$ cat src/rtl/riscv_v_writeback_if.sv
// riscv_v_writeback_if: execute offer, VRF write port, integer writeback and
// MEM/WB forwarding bundle for the vector writeback pipe.
interface riscv_v_writeback_if #(
    parameter int VLEN    = 128,
    parameter int XLEN    = 32,
    parameter int RADDR_W = 5
);
    logic                 flush;
    logic                 exe_valid;
    logic                 exe_ready;
    logic [VLEN-1:0]      exe_data;
    logic [VLEN/8-1:0]    exe_be;
    logic [RADDR_W-1:0]   exe_rd;
    logic                 exe_is_v2i;
    logic [XLEN-1:0]      exe_int_data;
    logic [RADDR_W-1:0]   exe_int_rd;
    logic [VLEN/8-1:0]    rf_wr_en_mem;
    logic [RADDR_W-1:0]   rf_wr_addr_mem;
    logic [VLEN-1:0]      rf_wr_data_mem;
    logic [VLEN/8-1:0]    rf_wr_en_wb;
    logic [RADDR_W-1:0]   rf_wr_addr_wb;
    logic [VLEN-1:0]      rf_wr_data_wb;
    logic                 vrf_wr_en;
    logic                 vrf_wr_ready;
    logic [VLEN/8-1:0]    vrf_wr_be;
    logic [RADDR_W-1:0]   vrf_wr_addr;
    logic [VLEN-1:0]      vrf_wr_data;
    logic                 int_wb_valid;
    logic                 int_wb_ready;
    logic [XLEN-1:0]      int_wb_data;
    logic [RADDR_W-1:0]   int_wb_rd;

    modport master (
        output flush, exe_valid, exe_data, exe_be, exe_rd, exe_is_v2i, exe_int_data, exe_int_rd,
               vrf_wr_ready, int_wb_ready,
        input  exe_ready, rf_wr_en_mem, rf_wr_addr_mem, rf_wr_data_mem,
               rf_wr_en_wb, rf_wr_addr_wb, rf_wr_data_wb,
               vrf_wr_en, vrf_wr_be, vrf_wr_addr, vrf_wr_data,
               int_wb_valid, int_wb_data, int_wb_rd
    );

    modport slave (
        input  flush, exe_valid, exe_data, exe_be, exe_rd, exe_is_v2i, exe_int_data, exe_int_rd,
               vrf_wr_ready, int_wb_ready,
        output exe_ready, rf_wr_en_mem, rf_wr_addr_mem, rf_wr_data_mem,
               rf_wr_en_wb, rf_wr_addr_wb, rf_wr_data_wb,
               vrf_wr_en, vrf_wr_be, vrf_wr_addr, vrf_wr_data,
               int_wb_valid, int_wb_data, int_wb_rd
    );
endinterface

$ cat src/rtl/riscv_v_writeback.sv
// riscv_v_writeback: MEM/WB vector writeback pipe with VRF write port, v2i int FIFO and forwarding.
// RISCV_V_WB_INT_FIFO_EN selects a 2-entry int FIFO instead of a single register.
module riscv_v_writeback #(
    parameter int VLEN    = 128,
    parameter int XLEN    = 32,
    parameter int RADDR_W = 5
) (
    input logic           clk,
    input logic           rst,
    riscv_v_writeback_if.slave bus
);
    localparam int BW = VLEN / 8;
`ifdef RISCV_V_WB_INT_FIFO_EN
    localparam int DEPTH = 2;
`else
    localparam int DEPTH = 1;
`endif

    typedef struct packed {
        logic [VLEN-1:0]    data;
        logic [BW-1:0]      be;
        logic [RADDR_W-1:0] rd;
        logic               is_v2i;
        logic [XLEN-1:0]    int_data;
        logic [RADDR_W-1:0] int_rd;
    } stage_t;

    stage_t                     exe, mem, wb;
    logic                       mem_valid, wb_valid;
    logic [XLEN+RADDR_W-1:0]    q [DEPTH];
    logic [1:0]                 cnt;
    logic                       vec_need, int_can, wb_done, wb_adv, push, pop;

    assign exe = {bus.exe_data, bus.exe_be, bus.exe_rd, bus.exe_is_v2i, bus.exe_int_data, bus.exe_int_rd};
    assign vec_need = !wb.is_v2i && wb.be != '0;
    assign pop = cnt != 2'd0 && bus.int_wb_ready;
    // A lone register may refill in the cycle it drains; the 2-entry FIFO never pushes while full.
    assign int_can = cnt != 2'(DEPTH) || (DEPTH == 1 && bus.int_wb_ready);
    assign wb_done = vec_need ? bus.vrf_wr_ready : (!wb.is_v2i || int_can);
    assign wb_adv = !wb_valid || wb_done;
    assign push = wb_valid && wb.is_v2i && int_can;
    assign bus.exe_ready = !mem_valid || wb_adv;

    always_ff @(posedge clk or negedge rst) begin
        if (!rst) begin
            mem_valid <= 1'b0;
            wb_valid  <= 1'b0;
            mem       <= '0;
            wb        <= '0;
        end else begin
            if (wb_adv) wb_valid <= mem_valid && !bus.flush;
            if (wb_adv && mem_valid && !bus.flush) wb <= mem;
            if (bus.flush) mem_valid <= 1'b0;
            else if (bus.exe_ready) mem_valid <= bus.exe_valid;
            if (bus.exe_valid && bus.exe_ready && !bus.flush) mem <= exe;
        end
    end

    // Head-at-zero shift FIFO: pops shift down, a push lands just past the surviving entries.
    always_ff @(posedge clk or negedge rst) begin
        if (!rst) begin
            cnt <= '0;
            for (int i = 0; i < DEPTH; i++) q[i] <= '0;
        end else begin
            cnt <= cnt + 2'(push) - 2'(pop);
            for (int i = 0; i < DEPTH; i++) begin
                if (push && i == int'(cnt) - int'(pop)) q[i] <= {wb.int_data, wb.int_rd};
                else if (pop) q[i] <= q[(i + 1) % DEPTH];
            end
        end
    end

    assign bus.rf_wr_en_mem   = mem_valid && !mem.is_v2i ? mem.be : '0;
    assign bus.rf_wr_addr_mem = mem.rd;
    assign bus.rf_wr_data_mem = mem.data;
    assign bus.rf_wr_en_wb    = wb_valid && !wb.is_v2i ? wb.be : '0;
    assign bus.rf_wr_addr_wb  = wb.rd;
    assign bus.rf_wr_data_wb  = wb.data;
    assign bus.vrf_wr_en      = wb_valid && vec_need;
    assign bus.vrf_wr_be      = wb.be;
    assign bus.vrf_wr_addr    = wb.rd;
    assign bus.vrf_wr_data    = wb.data;
    assign bus.int_wb_valid   = cnt != 2'd0;
    assign {bus.int_wb_data, bus.int_wb_rd} = q[0];
endmodule

$ cat src/flat_wrapper.sv
// flat-port wrapper written by rule: the top's interface ports become plain ports
module riscv_v_writeback_flat 
#(
    parameter int VLEN    = 128,
    parameter int XLEN    = 32,
    parameter int RADDR_W = 5
)
  (clk, rst, bus_flush, bus_exe_valid, bus_exe_data, bus_exe_be, bus_exe_rd, bus_exe_is_v2i, bus_exe_int_data, bus_exe_int_rd, bus_vrf_wr_ready, bus_int_wb_ready, bus_exe_ready, bus_rf_wr_en_mem, bus_rf_wr_addr_mem, bus_rf_wr_data_mem, bus_rf_wr_en_wb, bus_rf_wr_addr_wb, bus_rf_wr_data_wb, bus_vrf_wr_en, bus_vrf_wr_be, bus_vrf_wr_addr, bus_vrf_wr_data, bus_int_wb_valid, bus_int_wb_data, bus_int_wb_rd);
  riscv_v_writeback_if #(.VLEN(VLEN), .XLEN(XLEN), .RADDR_W(RADDR_W)) bus_i ();
  input logic clk;
  input logic rst;
  input wire logic [$bits(bus_i.flush)-1:0] bus_flush;
  input wire logic [$bits(bus_i.exe_valid)-1:0] bus_exe_valid;
  input wire logic [$bits(bus_i.exe_data)-1:0] bus_exe_data;
  input wire logic [$bits(bus_i.exe_be)-1:0] bus_exe_be;
  input wire logic [$bits(bus_i.exe_rd)-1:0] bus_exe_rd;
  input wire logic [$bits(bus_i.exe_is_v2i)-1:0] bus_exe_is_v2i;
  input wire logic [$bits(bus_i.exe_int_data)-1:0] bus_exe_int_data;
  input wire logic [$bits(bus_i.exe_int_rd)-1:0] bus_exe_int_rd;
  input wire logic [$bits(bus_i.vrf_wr_ready)-1:0] bus_vrf_wr_ready;
  input wire logic [$bits(bus_i.int_wb_ready)-1:0] bus_int_wb_ready;
  output wire logic [$bits(bus_i.exe_ready)-1:0] bus_exe_ready;
  output wire logic [$bits(bus_i.rf_wr_en_mem)-1:0] bus_rf_wr_en_mem;
  output wire logic [$bits(bus_i.rf_wr_addr_mem)-1:0] bus_rf_wr_addr_mem;
  output wire logic [$bits(bus_i.rf_wr_data_mem)-1:0] bus_rf_wr_data_mem;
  output wire logic [$bits(bus_i.rf_wr_en_wb)-1:0] bus_rf_wr_en_wb;
  output wire logic [$bits(bus_i.rf_wr_addr_wb)-1:0] bus_rf_wr_addr_wb;
  output wire logic [$bits(bus_i.rf_wr_data_wb)-1:0] bus_rf_wr_data_wb;
  output wire logic [$bits(bus_i.vrf_wr_en)-1:0] bus_vrf_wr_en;
  output wire logic [$bits(bus_i.vrf_wr_be)-1:0] bus_vrf_wr_be;
  output wire logic [$bits(bus_i.vrf_wr_addr)-1:0] bus_vrf_wr_addr;
  output wire logic [$bits(bus_i.vrf_wr_data)-1:0] bus_vrf_wr_data;
  output wire logic [$bits(bus_i.int_wb_valid)-1:0] bus_int_wb_valid;
  output wire logic [$bits(bus_i.int_wb_data)-1:0] bus_int_wb_data;
  output wire logic [$bits(bus_i.int_wb_rd)-1:0] bus_int_wb_rd;
  assign bus_i.flush = bus_flush;
  assign bus_i.exe_valid = bus_exe_valid;
  assign bus_i.exe_data = bus_exe_data;
  assign bus_i.exe_be = bus_exe_be;
  assign bus_i.exe_rd = bus_exe_rd;
  assign bus_i.exe_is_v2i = bus_exe_is_v2i;
  assign bus_i.exe_int_data = bus_exe_int_data;
  assign bus_i.exe_int_rd = bus_exe_int_rd;
  assign bus_i.vrf_wr_ready = bus_vrf_wr_ready;
  assign bus_i.int_wb_ready = bus_int_wb_ready;
  assign bus_exe_ready = bus_i.exe_ready;
  assign bus_rf_wr_en_mem = bus_i.rf_wr_en_mem;
  assign bus_rf_wr_addr_mem = bus_i.rf_wr_addr_mem;
  assign bus_rf_wr_data_mem = bus_i.rf_wr_data_mem;
  assign bus_rf_wr_en_wb = bus_i.rf_wr_en_wb;
  assign bus_rf_wr_addr_wb = bus_i.rf_wr_addr_wb;
  assign bus_rf_wr_data_wb = bus_i.rf_wr_data_wb;
  assign bus_vrf_wr_en = bus_i.vrf_wr_en;
  assign bus_vrf_wr_be = bus_i.vrf_wr_be;
  assign bus_vrf_wr_addr = bus_i.vrf_wr_addr;
  assign bus_vrf_wr_data = bus_i.vrf_wr_data;
  assign bus_int_wb_valid = bus_i.int_wb_valid;
  assign bus_int_wb_data = bus_i.int_wb_data;
  assign bus_int_wb_rd = bus_i.int_wb_rd;
  riscv_v_writeback #(.VLEN(VLEN), .XLEN(XLEN), .RADDR_W(RADDR_W)) u_core (.clk(clk), .rst(rst), .bus(bus_i));
endmodule
$ cat config.mk
export PLATFORM = sky130hd
export DESIGN_NAME = riscv_v_writeback_flat
export DESIGN_NICKNAME = d
export VERILOG_FILES = /design/src/rtl/riscv_v_writeback_if.sv /design/src/rtl/riscv_v_writeback.sv /design/src/flat_wrapper.sv
export SDC_FILE = /design/constraint.sdc
export NUM_CORES = 1
export LEC_CHECK = 0
export CAP_MARGIN = 20
export CORE_AREA = 3 3 264 266
export CTS_CLUSTER_DIAMETER = 150
export CTS_CLUSTER_SIZE = 10
export DETAILED_ROUTE_END_ITERATION = 12
export DIE_AREA = 0 0 267 269
export GPL_ROUTABILITY_DRIVEN = 0
export PLACE_DENSITY_LB_ADDON = 0.15
export SLEW_MARGIN = 25
export SYNTH_ARGS = -nofsm -noshare
export SYNTH_HDL_FRONTEND = slang
export SYNTH_SLANG_ARGS = --single-unit
$ cat constraint.sdc
create_clock -name clk -period 2.3 [get_ports clk]
set_clock_uncertainty 0.15 [all_clocks]
set_input_delay 0.575 -clock clk [delete_from_list [all_inputs] [get_ports clk]]
set_output_delay 0.575 -clock clk [all_outputs]
set_load 0.05 [all_outputs]
==> summary.md <==
| Metric | Value |
|---|---|
| Total Power | 0.0349 W |
| Cell Area, Synth | 0.0194 mm² |
| Crit share post-route | 122% |
| Hold wc startpoint | u_core.mem[15]$_DFFE_PN0P_ |
| Final min period | 2810 ps |
| Failing checks | setup timing |
| Worst Tran Pin Value | 543 ps |
| Root buffer cell | clkbuf_16 |
| Reg clk slew, reported paths | 60 ps |
| Synth Flop Type | dfrtp_1 |
| Distinct cells, synth | 34 |
| Core Area | 0.0673 mm² |
| CP max stage cell | dfrtp_1 |
| Share of the synthesized area in the top cell type | 53.4% |
| Placed Area | 0.0245 mm² |
| CP Data Required Time | 1570 ps |
| Share of post-route cells with drive strength above 1 | 50.3% |
| Synth area leader | dfrtp_1 |
| Initial antenna violation count | 7 |
| Status | finished, violations left |
| WS Path Type | reg -> out |
| Iter 0 DRT Violations | 377 |
| Synthesized instance count | 1358 |
| RR Endpoint | u_core.bus.rf_wr_data_mem[113]$_DFFE_PN0P_ |
| # fillers | 6325 |
| Avg Synthesized Cell Area | 14.3 µm² |
| Post-synth EDFFs | 0 |
| DIE AREA | 0.0718 mm² |
| Die X | 267 µm |
| Crit. End Element | output pin |
| Largest cells by area after synthesis | dfrtp_1 (53%), buf_4 (17%), mux2_2 (14%) |
| Starting density of the core | 28.9% |
| Post-route cell area | 0.0269 mm² |
| CTS tree | built |
| YS warnings | 0 |
| LEAKAGE | 12.5 nW |
| Worst-path fanout max | 2 |
| Drt first pass iters | 4 |
| # H-tree levels | 2 |
| First-pass GRT wire length | 84600 µm |
| Post-synth net total | 1554 |
| Layout Utilization | 40.0% |
| Residual DRC | 0 |
| Port bufs | 679 |
| Dpl hpwl | 43100 µm |
| Post-synthesis sequential area ratio | 53.4% |
| Max stage delay on crit path | 390 ps |
| Post-DR wirelength/cell | 22.3 µm |
| Slew HR | 63.9% |
| Peak VDD IR | 0.000669 V |
| TNS Setup | -83680 ps |
| Final setup viols | 396 |
| Global route total overflow | 0 |
| Placed cell count | 2533 |
| Area grow syn2layout | 38.4% |
| Largest net degree at the start of global routing | 57 |
| Total CTS buffers | 47 |
| Non-filler cells, final | 2661 |
| DRT antenna net count | 0 |
| Slew Viols, Final | 0 |
| Num ports | 680 |
| Async SR Flop Fraction | 100% |
| HP Class | reg -> reg |
| GRT Total Usage | 15.8% |
| # nets final | 1979 |
| Worst Hold Path EP | u_core.mem[15]$_DFFE_PN0P_ |
| Worst skew pair latency | 570 ps |
| PD cells | 1300 mW/mm² |
| Rows | 95 |
| Routed vias | 11100 |
| Launch point of the worst reg-to-reg path | u_core.bus.vrf_wr_be[7]$_DFFE_PN0P_ |
| DIE HEIGHT | 269 µm |
| Final Hold Fails | 0 |
| Num Clock Sinks | 415 |
| Via/cell ratio | 4.17 |
| Vias in the first global route | 12000 |
| Crit start category | flip-flop |
| Register bit total from synthesis | 415 |
| Final setup margin | -511 ps |
| Highest clock rate | 0.356 GHz |
| RSZ-0062 raised after global routing | yes |
| Worst Hold Depth | 1 |
| CP arrival | 2090 ps |
| Reg2Reg Depth | 11 |
| Maximum clock insertion buffer count | 3 |
| Final wirelength | 59300 µm |
| Reg2reg setup slack | -490 ps |
| Max-Cap Viols | 0 |
| Cell Chain, Critical Path | nor4_2 > buf_4 > a41oi_4 > o211ai_1 > buf_6 |
## kinds of logic after synthesis
family / share of synthesized area [%]
AO/OA/AOI/OAI: 0.509
XOR/XNOR: 0.0451
adder cells (fa/ha/maj): 0.193
buffers and inverters: 18.3
flip-flops: 53.4
multiplexers: 25.7
AND/OR/NAND/NOR: 1.83
## placed cells by master (no fill, tap or decap), types with 2 or more instances in the layout
cell | netlist | layout
and2_4 | 0 | 33
buf_12 | 0 | 78
buf_16 | 0 | 10
buf_4 | 430 | 329
buf_6 | 8 | 21
buf_8 | 10 | 5
bufbuf_16 | 0 | 5
clkbuf_16 | 0 | 49
clkdlybuf4s50_1 | 0 | 191
dfrtp_1 | 415 | 414
diode_2 | 0 | 5
dlygate4sd2_1 | 0 | 196
ha_4 | 0 | 2
inv_1 | 4 | 2
inv_6 | 0 | 2
mux2_1 | 66 | 63
mux2_2 | 244 | 234
mux2_4 | 100 | 113
nand3_1 | 2 | 2
nor2b_1 | 5 | 3
nor2b_4 | 0 | 2
nor4_2 | 4 | 2
nor4_4 | 0 | 2
## final cells by class
class	instances	area, µm²	area share, %
Sequential cell	415	10400	38.6
Clock inverter	2	16.3	0.0605
Clock buffer	47	1180	4.37
Antenna cell	5	12.5	0.0465
Tap cell	873	1090	4.06
Timing Repair Buffer	838	8470	31.5
Inverter	4	20.0	0.0744
Multi-Input combinational cell	477	5730	21.3
## per-stage QoR
step	setup slack [ps]	hold slack, ps
after floorplan	-222	129
after global placement	-552	313
after detailed placement	-569	322
after CTS	-571	335
after global routing	-628	346
final	-511	329
## where the power goes
group | internal [W] | switching (W) | leakage [nW]
registers | 0.00931 | 0.00166 | 4.96
clock network | 0.00358 | 0.00283 | 0.584
logic | 0.00574 | 0.0118 | 6.93
## state kept, by name (all words and copies together) (netlist names), 2 cells and up
| register | cells |
|---|---|
| u_core.bus.rf_wr_data_wb | 128 |
| u_core.cnt | 2 |
| u_core.mem | 54 |
| u_core.bus.rf_wr_data_mem | 128 |
| u_core.bus.rf_wr_addr_wb | 5 |
| u_core.wb | 38 |
| u_core.bus.vrf_wr_be | 16 |
| u_core.q | 37 |
| u_core.bus.rf_wr_addr_mem | 5 |
## synth_stat cells (3+ instances only)
master   instances
nor2b_1          5
mux2_1          66
ha_1             3
mux2_2         244
buf_6            8
inv_1            4
dfrtp_1        415
and2_1          33
buf_2           12
nor4_2           4
mux2_4         100
buf_8           10
buf_4          430
## routing by layer
layer / wire length (µm) / global-route usage, % / vias to the layer above / part of all wire [%]
li1: - / - / 4990 / -
met1: 23300 / 18.9 / 5711 / 39
met2: 31500 / 28.6 / 319 / 53
met3: 3360 / 3.63 / 72 / 5.7
met4: 1130 / 4.27 / 4 / 1.9
met5: 26 / 0 / - / 0.044
## worst max-delay path: cells and delay by family (launching register included)
family	cells	cell delay, ps
AO/OA/AOI/OAI	2	420
flip-flops	1	390
AND/OR/NAND/NOR	1	300
buffers and inverters	2	400
## what timing repair did
item,in CTS,in global routing
buffers inserted,45,14
pin swaps,34,5
cloned,20,2
resized for setup,285,31
hold buffers,1,0
hold endpoints to repair,35,0
setup endpoints to repair,457,423
## worst max path at each step
stage / start / endpoint / slack [ps] / cells after the start
floorplan: u_core.bus.vrf_wr_be[14]$_DFFE_PN0P_ / bus_exe_ready / -220 / 3
global placement: bus_int_wb_ready / u_core.q[33]$_DFFE_PN0P_ / -550 / 7
detailed placement: bus_int_wb_ready / u_core.bus.rf_wr_data_mem[11]$_DFFE_PN0P_ / -570 / 7
CTS: u_core.bus.vrf_wr_be[7]$_DFFE_PN0P_ / bus_exe_ready / -570 / 5
global route: u_core.bus.vrf_wr_be[7]$_DFFE_PN0P_ / bus_exe_ready / -630 / 5
finish: u_core.bus.vrf_wr_be[7]$_DFFE_PN0P_ / bus_exe_ready / -510 / 5
(Power assumes the default switching activity.)
